==> src/rtl/fp_wb_arbiter.sv <==
`default_nettype none
// ============================================================================
// Module      : fp_wb_arbiter
// Description : Round-robin writeback arbiter feeding the single write port
//               of the FP register file. It accepts one producer per cycle
//               over valid/ready and registers the write one cycle later.
//               It also emits a retire pulse and a saturating write counter.
// Revision    : 1.0 - initial release
// ============================================================================
module fp_wb_arbiter #(
  parameter int DATA_W  = 16,
  parameter int NUM_SRC = 3,
  parameter int CNT_W   = 32
) (
  input  logic                      clk,
  input  logic                      rst_n,
  input  logic [NUM_SRC-1:0]        src_valid,
  output logic [NUM_SRC-1:0]        src_ready,
  input  logic [NUM_SRC*5-1:0]      src_waddr,
  input  logic [NUM_SRC*DATA_W-1:0] src_wdata,
  input  logic                      hold,
  output logic                      rf_we,
  output logic [4:0]                rf_waddr,
  output logic [DATA_W-1:0]         rf_wdata,
  output logic                      retire_valid,
  output logic [4:0]                retire_addr,
  output logic [CNT_W-1:0]          wr_count
);

  localparam int PTR_W = (NUM_SRC > 1) ? $clog2(NUM_SRC) : 1;
  localparam logic [PTR_W-1:0] c_last_idx = PTR_W'(NUM_SRC - 1);
  localparam logic [CNT_W-1:0] c_cnt_max  = {CNT_W{1'b1}};

  logic [PTR_W-1:0]  r_rr_ptr;
  logic              r_we;
  logic [4:0]        r_waddr;
  logic [DATA_W-1:0] r_wdata;
  logic [CNT_W-1:0]  r_wr_count;

  logic              w_found;
  logic              w_xfer;
  logic [PTR_W-1:0]  w_gidx;

  // Rotating priority scan: the first valid producer at or after rr_ptr wins.
  always_comb begin
    w_found = 1'b0;
    w_gidx  = '0;
    for (int k = 0; k < NUM_SRC; k++) begin
      if (!w_found && src_valid[(int'(r_rr_ptr) + k) % NUM_SRC]) begin
        w_found = 1'b1;
        w_gidx  = PTR_W'((int'(r_rr_ptr) + k) % NUM_SRC);
      end
    end
  end

  // A grant is only issued outside reset and while not frozen by hold; the
  // reset gating guarantees a transfer cannot slip in during reset.
  always_comb begin
    w_xfer    = w_found && !hold && rst_n;
    src_ready = '0;
    if (w_xfer) begin
      src_ready = NUM_SRC'(1) << w_gidx;
    end
  end

  // Registered write stage, pointer advance and saturating write counter.
  always_ff @(posedge clk) begin
    if (!rst_n) begin
      r_we       <= 1'b0;
      r_waddr    <= '0;
      r_wdata    <= '0;
      r_rr_ptr   <= '0;
      r_wr_count <= '0;
    end else begin
      r_we <= w_xfer;
      if (w_xfer) begin
        r_waddr  <= src_waddr[5*w_gidx +: 5];
        r_wdata  <= src_wdata[DATA_W*w_gidx +: DATA_W];
        r_rr_ptr <= (w_gidx == c_last_idx) ? '0 : w_gidx + 1'b1;
        if (r_wr_count != c_cnt_max) begin
          r_wr_count <= r_wr_count + 1'b1;
        end
      end
    end
  end

  assign rf_we        = r_we;
  assign rf_waddr     = r_waddr;
  assign rf_wdata     = r_wdata;
  assign retire_valid = r_we;
  assign retire_addr  = r_waddr;
  assign wr_count     = r_wr_count;

endmodule
`default_nettype wire

==> config.mk <==
export PLATFORM = sky130hd
export DESIGN_NAME = fp_wb_arbiter
export DESIGN_NICKNAME = d
export VERILOG_FILES = /design/src/rtl/fp_wb_arbiter.sv
export SDC_FILE = /design/constraint.sdc
export NUM_CORES = 1
export LEC_CHECK = 0
export CAP_MARGIN = 20
export CORE_MARGIN = 1
export CORE_UTILIZATION = 33
export CTS_BUF_LIST = sky130_fd_sc_hd__clkbuf_16
export CTS_CLUSTER_DIAMETER = 120
export DETAILED_ROUTE_END_ITERATION = 10
export GPL_TIMING_DRIVEN = 1
export PLACE_DENSITY = 0.65
export RECOVER_POWER = 25
export SYNTH_ARGS = -nofsm -noshare
export SYNTH_HDL_FRONTEND = slang
export SYNTH_SLANG_ARGS = --single-unit
==> constraint.sdc <==
create_clock -name clk -period 3.25 [get_ports clk]
set_clock_uncertainty 0.15 [all_clocks]
set_input_delay 0.65 -clock clk [delete_from_list [all_inputs] [get_ports clk]]
set_output_delay 0.65 -clock clk [all_outputs]
set_load 0.005 [all_outputs]
Word-level counts from Yosys, hierarchy flattened. Cells that the tools add are included.

Flip-flop bits (word level): 56. Input bits: 69. Output and inout bits: 63. Word-level logic and storage cells: 46.

$add $sub $neg: 4. Multiply operators: 1. Divide/modulo/power cells: 3. Magnitude comparators: 3. Equal/unequal tests: 2. Shift operators: 3. Multiplexer cells: 17. Reductions and logical operators: 8.

Operator list (count): 32-bit by 4-bit less-than comparator with 1-bit output (second input constant) (3); 32-bit by 3-bit remainder unit with 32-bit output (second input constant) (2); 48-bit by 7-bit indexed part select with 16-bit output (1); 32-bit by 1-bit adder with 32-bit output (second input constant) (1); 3-bit by 3-bit remainder unit with 32-bit output (second input constant) (1); 32-bit != test (second input constant) (1); 15-bit by 6-bit indexed part select with 5-bit output (1); 1-bit 2-to-1 mux (9); 2-bit 2-to-1 mux (4); 1-bit binary-select mux with 2-bit select (3); 3-bit by 2-bit multiplier with 5-bit output (first input constant) (1); 1-bit logical AND (4); 2-bit by 1-bit adder with 3-bit output (second input constant) (1); 2-bit by 2-bit adder with 3-bit output (second input constant) (1); 1-bit logical NOT (3); 3-bit 2-to-1 mux (1); 1-bit by 2-bit << shifter with 3-bit output (first input constant) (1); 2-bit by 1-bit adder with 2-bit output (second input constant) (1); 2-bit == test (second input constant) (1); 2-bit AND reduction (1).

Logic depth before layout (Yosys ltp). Gate-level depths: netlist of run 1.

Word-level depth: 14. Mapped depth: 11. Gate-level depth less buffers: 8.

Worst setup path before layout of run 1. OpenSTA, ideal clock, no wires.

Kind: register -> output. Start: reg r_rr_ptr[0]. End: out src_ready[0]. Data arrival time: 2.057 ns. Data required time: 2.450 ns. Path slack: 0.393 ns. Stages on the path, launching flop included: 11. Buffers on the path: 2. Path through: dfxtp_1 -> inv_1 -> ha_1 -> buf_2 -> mux2i_1 -> o22ai_2 -> o31ai_1 -> inv_1 -> nand3_1 -> clkbuf_1 -> nor2_1.

Longest elaborated chain between the ends: 14.

RTL lines: start, declared (line 34) `logic [PTR_W-1:0] r_rr_ptr;`; start signal, assigned (line 79) `r_rr_ptr <= (w_gidx == c_last_idx) ? '0 : w_gidx + 1'b1;`; branches (longest 13 deep; another with 32-bit by 3-bit remainder unit with 32-bit output); 3-bit 2-to-1 mux * (line 61) `if (w_xfer) begin`; end, declared (line 18) `output logic [NUM_SRC-1:0] src_ready,`.

Mark *: on every way between the ends. The select of a mux whose other input is x is not followed.

Worst setup path after layout of run 1.
Start: in src_valid[2]. End: out src_ready[2].

Longest elaborated chain between the ends: 13.

RTL lines: start, declared (line 17) `input logic [NUM_SRC-1:0] src_valid,`; 1-bit binary-select mux with 2-bit select (line 49) `if (!w_found && src_valid[(int'(r_rr_ptr) + k) % NUM_SRC]) begin`; 1-bit 2-to-1 mux (implied by the code) (2 in a row) (line 49); 1-bit 2-to-1 mux (line 49); 1-bit logical NOT (line 49); 1-bit logical AND (line 49); 1-bit 2-to-1 mux (line 49); 1-bit logical NOT (line 49); 1-bit logical AND (line 49); 1-bit 2-to-1 mux (line 49); 1-bit logical AND (2 in a row) (line 59) `w_xfer = w_found && !hold && rst_n;`; 3-bit 2-to-1 mux * (line 61).

Mark *: on every way between the ends. The rest lies on a longest branch, timed or not. The select of a mux whose other input is x is not followed.

==> out/metrics.cfg, run 1 <==
[floorplanning]
core_mm2=0.00881
dieArea_mm2=0.00957
die_h_um=97.8
die_w_um=97.8
start_util_pct=34.4
ios=132
row_count=34

[grt]
grt_usage_pct=18.0
grt_pass1_wl_um=13900
grt_max_degree=29
overflow=0
grt_pass1_vias=2902
antenna_found_initial=0

[clock_tree]
clock-sinks=56
clk_pin_slew_worst_paths_ps=60
clockBufferDepth=2
h-tree-depth=2
cts_tree=built
ctsRootBufferMaster=clkbuf_16
numCtsBuffers=5
hold_buffers=0
insertion_delay_ps=290

[cells_and_area]
layout_commonest_cell=clkdlybuf4s50_1
final_area_mm2=0.00469
nets=543
diodes=0
drive_above_1_share_pct=10.2
mostFrequentLayoutCells=98 x clkdlybuf4s50_1, 55 x dfxtp_1, 36 x mux2i_1
num-fill-cells=821
utilization_pct=53.3
area_delta_synth_final_pct=54.9

[setup_path]
cp-start-kind=primary input
required_ps=2450
rr_worst_depth=10
crit_arrival_ps=2380
crit_fanout=4
crit_type=in -> out
end_kind=output pin

[sta]
fmax_mhz=314
relSlewSlack_pct=75.1
drv_slew=0
fin_crit_ps=3180
setup_tns_ps=0
setup_ws_ps=66.4
fin_crit_sh_pct=98.0
worstMarginPinSlew_ps=370
setup_viol=0
hold_viol_final=0

[power]
leakage_uw=0.00188
p_per_area_mw_per_mm2=466
p_int_uw=1520
p_sw_share_pct=30.6
max-vdd-ir-drop_mv=0.261
total_power_uw=2180
sequentialPowerShare_pct=37.9
clkPwrFrac_pct=23.7
p_sw_uw=668
combPwrFrac_pct=38.4

[logic_synthesis]
synth.top_cells.by_area=dfxtp_1 37%, mux2i_1 12%, a22oi_1 5.2%, o21ai_0 3.6%, nand2_1 3.6%
synth.distinct_cells=51
yosysTopAreaCell=dfxtp_1
synth-async-reset-ratio_pct=0
synth-seq-cells=56
syn_nets=407
synth_edf_count=0
syn_inst=333
synth_area_mm2=0.00303
ys_warn_count=0
syn_avg_cell_area_um2=9.10
synth_top_area_share_pct=37.0
ys_seq_area_share_pct=37.0
synthFlopType=dfxtp_1

[min_path]
min_path_cells=2
hold_class=reg -> reg

[routing]
vias_per_cell=5.12
ant_nets=0
wirelength_um=8620
dr.first_iter.drc_count=87
wl_per_cell_um=14.9
dr.pass1.iters=7
vias=2962
drc_errors=9

[outcome]
outcome=complete, but fails checks
violations=design-rule violations

[placement]
post-dp-hpwl_um=6440
pre_cts_slack_ps=-175
dpl_cell_area_mm2=0.00447
port_buffers=131
place.gp.congestion=0.923

[flow_run]
drv_cap=0

[registers in the layout (all words and copies together) (netlist names)]
register,count
retire_valid,1
r_rr_ptr,2
rf_wdata,16
retire_addr,5
wr_count,32
[worst max-delay path: stages]
cell and delay [ps]:
clkdlybuf4s50_1 520, buf_4 130, nand3b_1 140, o21ai_2 150, nand4b_1 190, buf_4 180
a21oi_2 140, dlygate4sd2_1 270
[per-layer routing]
layer / wire [um] / GRT usage (%) / vias to the layer above
met3: 857 / 7.09 / 6
li1: - / - / 1480
met4: 76 / 3.73 / 0
met5: 0 / 0 / -
met1: 3480 / 20.3 / 1352
met2: 4210 / 32.2 / 124
[layout make-up]
cell class | instances | area, um2 | share of cell area (%)
well taps | 108 | 135 | 2.88
clock buffers | 5 | 125 | 2.67
clock inverters | 3 | 15.0 | 0.320
flip-flops and latches | 56 | 1120 | 23.9
multi-input cells | 244 | 1790 | 38.1
inverters | 11 | 41.3 | 0.880
repair buffers | 151 | 1460 | 31.2
[cell usage after synthesis (3+ instances only)]
cell	instances
nand3_1	16
buf_4	9
a21oi_1	3
inv_1	11
a22oi_1	21
and3_1	5
xnor2_1	11
ha_1	5
nor3_1	9
nor4_1	4
buf_2	4
nor2_1	20
clkbuf_1	8
mux2i_1	37
nand2_1	29
and4_1	3
nand2b_1	11
dfxtp_1	56
o21ai_0	22
nand4_1	8
[power groups by stage]
stage / logic [uW] / clock network [uW] / registers [uW]
2_1_floorplan: 418 / 0 / 841
3_5_place_dp: 808 / 0 / 839
5_1_grt: 906 / 566 / 840
4_1_cts: 834 / 537 / 829
6_report: 839 / 518 / 829
3_3_place_gp: 799 / 0 / 839
[kinds of logic after synthesis]
logic type               Yosys count  synth area share [%]
AND/OR/NAND/NOR                  122                  23.0
AO/OA/AOI/OAI                     65                  15.2
flip-flops                        56                  37.0
multiplexers                      39                  13.3
buffers and inverters             33                  5.62
XOR/XNOR                          13                  3.76
adder cells (fa/ha/maj)            5                  2.07
[metrics by stage]
step / hold slack, ps / std cells
6_report: 330 / 578
5_1_grt: 355 / 578
4_1_cts: 337 / 574
3_5_place_dp: 317 / 565
3_3_place_gp: 311 / 565
2_1_floorplan: 314 / 333
[worst paths after layout]
kind	startpoint	to	slack [ps]
worst max-delay path	src_valid[2]	src_ready[2]	70
worst min-delay path	rf_wdata[10]$_SDFFE_PN0P_	rf_wdata[10]$_SDFFE_PN0P_	330
worst max register to register	r_rr_ptr[1]$_SDFFE_PN0P_	wr_count[21]$_SDFFE_PN0P_	560
worst min register to register	rf_wdata[10]$_SDFFE_PN0P_	rf_wdata[10]$_SDFFE_PN0P_	330
[timing repair]
action                                  4_1_cts  5_1_grt
gates cloned                                  0        0
resized for setup                             8        5
setup buffers                                 1        4
pin swaps                                     0        3
endpoints found under the setup margin        3        2
Power figures use the tool's default switching activity.
==> inputs of run 2 (changes only) <==
- PLACE_DENSITY: 0.65 -> 0.72
==> run 2 against run 1 <==
  * The run still ends with design-rule violations left
  * Register-to-register slack better by 70 ps
  * Combinational power is 0.8% lower
  * Final area grew 0.83%
  * Critical path depth did not move
  * First-iteration DRC count grew 5.7%
  * Sequential power down 0.6%
  * Clock power up 16%
  * Global-route usage fell by 0.43 points
  * Final cell count grew 0.69%
  * Sequential share of layout area fell by 0.20 points
  * Setup slack better by 51 ps
  * Core utilization up 0.44 points
  * Critical path type unchanged
  * Highest routed layer unchanged
==> out/metrics.cfg, run 2 (same netlist as run 1, synthesis figures left out) <==
[grt]
overflow=0  ; unchanged
grt_usage_pct=17.6  ; was 18.0%
grt_pass1_wl_um=13700  ; was 13,900 um
grt_pass1_vias=2923  ; was 2,902
antenna_found_initial=0  ; unchanged
grt_max_degree=29  ; unchanged

[clock_tree]
hold_buffers=0  ; unchanged
clock-sinks=56  ; unchanged
clk_pin_slew_worst_paths_ps=70  ; was 60 ps
numCtsBuffers=5  ; unchanged
h-tree-depth=2  ; unchanged
insertion_delay_ps=290  ; about the same
ctsRootBufferMaster=clkbuf_16  ; unchanged
cts_tree=built  ; unchanged
clockBufferDepth=2  ; unchanged

[setup_path]
startpoint=src_valid[2]  ; unchanged
required_ps=2450  ; about the same
end_kind=output pin  ; unchanged
cp-start-kind=primary input  ; unchanged
crit_arrival_ps=2330  ; was 2380 ps
reg2reg_slack_ps=630  ; was 560 ps
crit_type=in -> out  ; unchanged
reg2reg_from=r_rr_ptr[0]$_SDFFE_PN0P_  ; was r_rr_ptr[1]$_SDFFE_PN0P_
crit_fanout=3  ; was 4

[sta]
setup_tns_ps=0  ; unchanged
hold_slack_ps=332  ; was 330 ps
fin_crit_sh_pct=96.4  ; was 98.0%
fin_crit_ps=3130  ; was 3180 ps
relSlewSlack_pct=74.6  ; was 75.1%
worstMarginPinSlew_ps=378  ; was 370 ps
fmax_mhz=319  ; was 314 MHz
setup_viol=0  ; unchanged
hold_viol_final=0  ; unchanged
drv_slew=0  ; unchanged

[cells_and_area]
largest_reg_flops=32  ; unchanged
nets=547  ; was 543
multiInputGateArea_mm2=0.00178  ; was 0.00179 mm2
drive_above_1_share_pct=11.2  ; was 10.2%
layout_commonest_cell=clkdlybuf4s50_1  ; unchanged
diodes=0  ; unchanged
num-fill-cells=802  ; was 821
seq_area_mm2=0.00112  ; unchanged
area_delta_synth_final_pct=56.1  ; was 54.9%
mostFrequentLayoutCells=97 x clkdlybuf4s50_1, 55 x dfxtp_1, 35 x mux2i_1  ; was 98 x clkdlybuf4s50_1, 55 x dfxtp_1, 36 x mux2i_1

[min_path]
min_from=rf_wdata[1]$_SDFFE_PN0P_  ; was rf_wdata[10]$_SDFFE_PN0P_
hold_class=reg -> reg  ; unchanged

[routing]
wirelength_um=8490  ; was 8620 um
vias_per_cell=5.15  ; was 5.12
ant_nets=0  ; unchanged
wl_per_cell_um=14.6  ; was 14.9 um
vias=2995  ; was 2,962
drc_errors=8  ; was 9
dr.first_iter.drc_count=92  ; was 87
dr.pass1.iters=9  ; was 7

[floorplanning]
die_h_um=97.8  ; unchanged
start_util_pct=34.4  ; unchanged
row_count=34  ; unchanged
dieArea_mm2=0.00957  ; unchanged
die_w_um=97.8  ; unchanged
core_mm2=0.00881  ; unchanged
ios=132  ; unchanged

[power]
clkPwrFrac_pct=26.6  ; was 23.7%
p_sw_uw=662  ; was 668 uW
p_sw_share_pct=29.4  ; was 30.6%
max-vdd-ir-drop_mv=0.239  ; was 0.261 mV
leakage_uw=0.00193  ; was 0.00188 uW
combPwrFrac_pct=36.9  ; was 38.4%
p_int_uw=1590  ; was 1520 uW
sequentialPowerShare_pct=36.5  ; was 37.9%
p_per_area_mw_per_mm2=477  ; was 466 mW/mm2

[outcome]
violations=design-rule violations  ; unchanged
outcome=complete, but fails checks  ; unchanged

[placement]
post-dp-hpwl_um=6400  ; was 6440 um
place.gp.congestion=0.884  ; was 0.923
port_buffers=131  ; unchanged

[flow_run]
drv_cap=0  ; unchanged

[run 2: cell count changes in the layout (fill, tap and decap cells not counted), moves of 2 or more]
cell / change
ha_1: +2
dlygate4sd2_1: -2
ha_4: -2
buf_4: +4
[run 2: repair_timing]
| item | in CTS | in global routing |
|---|---|---|
| pin swaps | 2 | 5 |
| setup endpoints to repair | 3 | 3 |
| buffers inserted | 1 | 4 |
| gates resized for setup | 4 | 9 |
[run 2: metrics by stage]
step                power, uW  area (um2)  setup slack (ps)  util (%)  cells
detailed placement       1660        4500              -144      51.1    569
floorplan                1260        3030               393         -    333
global placement         1640        4500              -115      51.1    569
global route             2370        4730             -16.3      53.7    582
finish                   2260        4730               117      53.7    582
CTS                      2290        4670             -70.4      53.1    578
[run 2: layer usage]
layer  global-route usage (%)  wire, um
met1                     19.0      3470
met2                     31.9      4180
met3                     6.51       719
met4                     5.36       123
met5                        0         0
[run 2: cell type report]
type / instances / share of cell area, %
Multi-Input combinational cell: 244 / 37.5
Clock buffer: 5 / 2.65
Inverter: 11 / 0.873
Sequential cell: 56 / 23.7
Timing Repair Buffer: 155 / 31.6
Tap cell: 108 / 2.86
Clock inverter: 3 / 0.794
[run 2: worst max-delay path, stage by stage]
cell and delay, ps:
clkdlybuf4s50_1 510, nand2b_1 120, mux2_2 300, nand4b_1 140, buf_4 130, nand3_1 110
nor2_1 110, dlygate4sd2_1 250
[run 2: final timing paths]
path / endpoint / cells after the start
hold / removal: rf_wdata[1]$_SDFFE_PN0P_ / 2
setup reg to reg: wr_count[6]$_SDFFE_PN0P_ / 10
hold reg to reg: rf_wdata[1]$_SDFFE_PN0P_ / 2
setup / recovery: src_ready[1] / 8
[run 2: power groups by stage]
stage	clock, uW	sequential, uW	combinational, uW
6_report	599	824	832
5_1_grt	638	835	899
4_1_cts	621	828	836
3_5_place_dp	0	839	819
3_3_place_gp	0	836	808
2_1_floorplan	0	841	418
==> inputs of run 3 (changes only) <==
- CELL_PAD_IN_SITES_DETAIL_PLACEMENT: unset -> 1
- CELL_PAD_IN_SITES_GLOBAL_PLACEMENT: unset -> 1
- CORE_UTILIZATION: 33 -> 31
- PLACE_DENSITY: 0.72 -> 0.88
==> run 3 against run 2 <==
  * The run now ends clean
  * Critical path depth is 1 higher
  * Worst hold slack improved by 3.3 ps
  * Setup slack lost 28 ps
  * Total power shrank 3.3%
  * Flip-flop and latch count is the same
  * Sequential power is 0.5% higher
  * Core utilization shrank 3.5 points
  * First-iteration DRC count rose by 9.8%
  * Die area rose by 6.3%
  * Sequential share of layout area is 0.10 points higher
  * Via count increased by 3.1%
  * Clock-buffer cell count stayed put
  * Highest routed layer unchanged
==> out/metrics.cfg, run 3 (same netlist as run 1, synthesis figures left out) <==
[routing]
ant_nets=0  ; unchanged
vias=3087  ; was 2,995
dr.first_iter.drc_count=101  ; was 92
vias_per_cell=5.15  ; about the same
wl_per_cell_um=16.1  ; was 14.6 um
drc_errors=0  ; was 8
wirelength_um=9670  ; was 8490 um
dr.pass1.iters=5  ; was 9

[placement]
post-dp-hpwl_um=7440  ; was 6400 um
port_buffers=131  ; unchanged
place.gp.congestion=0.935  ; was 0.884

[setup_path]
end_kind=output pin  ; unchanged
crit_type=in -> out  ; unchanged
rr_worst_depth=7  ; was 10
required_ps=2450  ; about the same
cp-start-kind=primary input  ; unchanged
reg2reg_slack_ps=470  ; was 630 ps
reg2reg_from=wr_count[0]$_SDFFE_PN0P_  ; was r_rr_ptr[0]$_SDFFE_PN0P_
r2r_end=wr_count[4]$_SDFFE_PN0P_  ; was wr_count[6]$_SDFFE_PN0P_
crit_fanout=4  ; was 3
crit_arrival_ps=2360  ; was 2330 ps

[clock_tree]
hold_buffers=0  ; unchanged
numCtsBuffers=5  ; unchanged
clockBufferDepth=2  ; unchanged
clk_pin_slew_worst_paths_ps=70  ; about the same
clock-sinks=56  ; unchanged
insertion_delay_ps=280  ; was 290 ps
ctsRootBufferMaster=clkbuf_16  ; unchanged
h-tree-depth=2  ; unchanged
cts_tree=built  ; unchanged

[grt]
grt_pass1_vias=3191  ; was 2,923
antenna_found_initial=0  ; unchanged
grtUsageMet3_pct=6.03  ; was 6.51%
grt_max_degree=29  ; unchanged
top_usage_layer=met2  ; unchanged
grt_pass1_wl_um=15800  ; was 13,700 um
met1_usage_pct=22.4  ; was 19.0%
grt_usage_pct=19.6  ; was 17.6%
grt_use_met2_pct=35.3  ; was 31.9%
overflow=0  ; unchanged

[min_path]
min_path_cells=2  ; unchanged
min_from=wr_count[27]$_SDFFE_PN0P_  ; was rf_wdata[1]$_SDFFE_PN0P_
min_to=wr_count[27]$_SDFFE_PN0P_  ; was rf_wdata[1]$_SDFFE_PN0P_
hold_class=reg -> reg  ; unchanged

[floorplanning]
dieArea_mm2=0.0102  ; was 0.00957 mm2
row_count=35  ; was 34
die_h_um=101  ; was 97.8 um
start_util_pct=32.3  ; was 34.4%
core_mm2=0.00937  ; was 0.00881 mm2
ios=132  ; unchanged
die_w_um=101  ; was 97.8 um

[cells_and_area]
num-fill-cells=1099  ; was 802
nets=545  ; was 547
layout_commonest_cell=clkdlybuf4s50_1  ; unchanged
largest_reg_flops=32  ; unchanged
seq_area_mm2=0.00112  ; unchanged
diodes=0  ; unchanged
multiInputGateArea_mm2=0.00178  ; about the same
utilization_pct=50.3  ; was 53.7%
drive_above_1_share_pct=10.4  ; was 11.2%
mostFrequentLayoutCells=97 x clkdlybuf4s50_1, 55 x dfxtp_1, 36 x mux2i_1  ; was 97 x clkdlybuf4s50_1, 55 x dfxtp_1, 35 x mux2i_1
area_delta_synth_final_pct=55.5  ; was 56.1%

[sta]
hold_viol_final=0  ; unchanged
hold_slack_ps=335  ; was 332 ps
relSlewSlack_pct=60.2  ; was 74.6%
setup_tns_ps=0  ; unchanged
fin_crit_ps=3160  ; was 3130 ps
fmax_mhz=316  ; was 319 MHz
drv_slew=0  ; unchanged
fin_crit_sh_pct=97.2  ; was 96.4%
setup_viol=0  ; unchanged
worstMarginPinSlew_ps=596  ; was 378 ps

[outcome]
outcome=completed  ; was complete, but fails checks

[flow_run]
drv_cap=0  ; unchanged

[power]
leakage_uw=0.00189  ; was 0.00193 uW
max-vdd-ir-drop_mv=0.231  ; was 0.239 mV
p_per_area_mw_per_mm2=463  ; was 477 mW/mm2

[run 3: metrics by stage]
step           instance area [um2]  setup slack, ps  instances  total power (uW)
3_3_place_gp                  4520             -131        590              1650
4_1_cts                       4680             40.5        597              2230
6_report                      4710             89.6        600              2180
2_1_floorplan                 3030              393        333              1260
3_5_place_dp                  4520             -247        590              1690
5_1_grt                       4710            -9.46        600              2300
[run 3: worst max-delay path by stage]
stage	cells after the start	end	slack (ps)	start
after floorplan	10	src_ready[0]	390	r_rr_ptr[0]$_SDFFE_PN0P_
after global placement	7	src_ready[0]	-130	src_valid[1]
after detailed placement	8	src_ready[0]	-250	src_valid[1]
after CTS	8	src_ready[0]	40	src_valid[0]
after global routing	9	src_ready[0]	-9	r_rr_ptr[1]$_SDFFE_PN0P_
final	9	src_ready[0]	90	src_valid[2]
[run 3: final cells by class]
cell class	count	share of cell area (%)
timing repair buffer	153	31.3
multi-input combinational	244	37.7
sequential	56	23.8
tap	129	3.43
inverter	11	0.877
clock buffer	5	2.66
clock inverter	2	0.186
[run 3: what timing repair did]
item                       in CTS  in global routing
setup endpoints to repair       3                  2
pin swaps                       4                  2
buffers inserted                0                  3
resized for setup              10                  1
[run 3: critical path: stages]
cell             delay (ps)
clkdlybuf4s50_1         450
buf_4                   160
nand3b_1                140
o21ai_2                 110
o31ai_2                 260
inv_1                   100
nand3_1                 130
nor2_1                   60
dlygate4sd2_1           290
[run 3: layer usage]
metal	part of all wire, %	vias to the layer above	routed length, um
met1	42	1467	4030
met5	0	-	0
met4	1.2	0	116
met3	7.8	10	751
li1	-	1486	-
met2	49	124	4770
[run 3: power by group]
| part | total [uW] | switching, uW | internal (uW) |
|---|---|---|---|
| Combinational | 845 | 381 | 463 |
| Sequential | 828 | 56.4 | 772 |
| Clock | 508 | 230 | 278 |
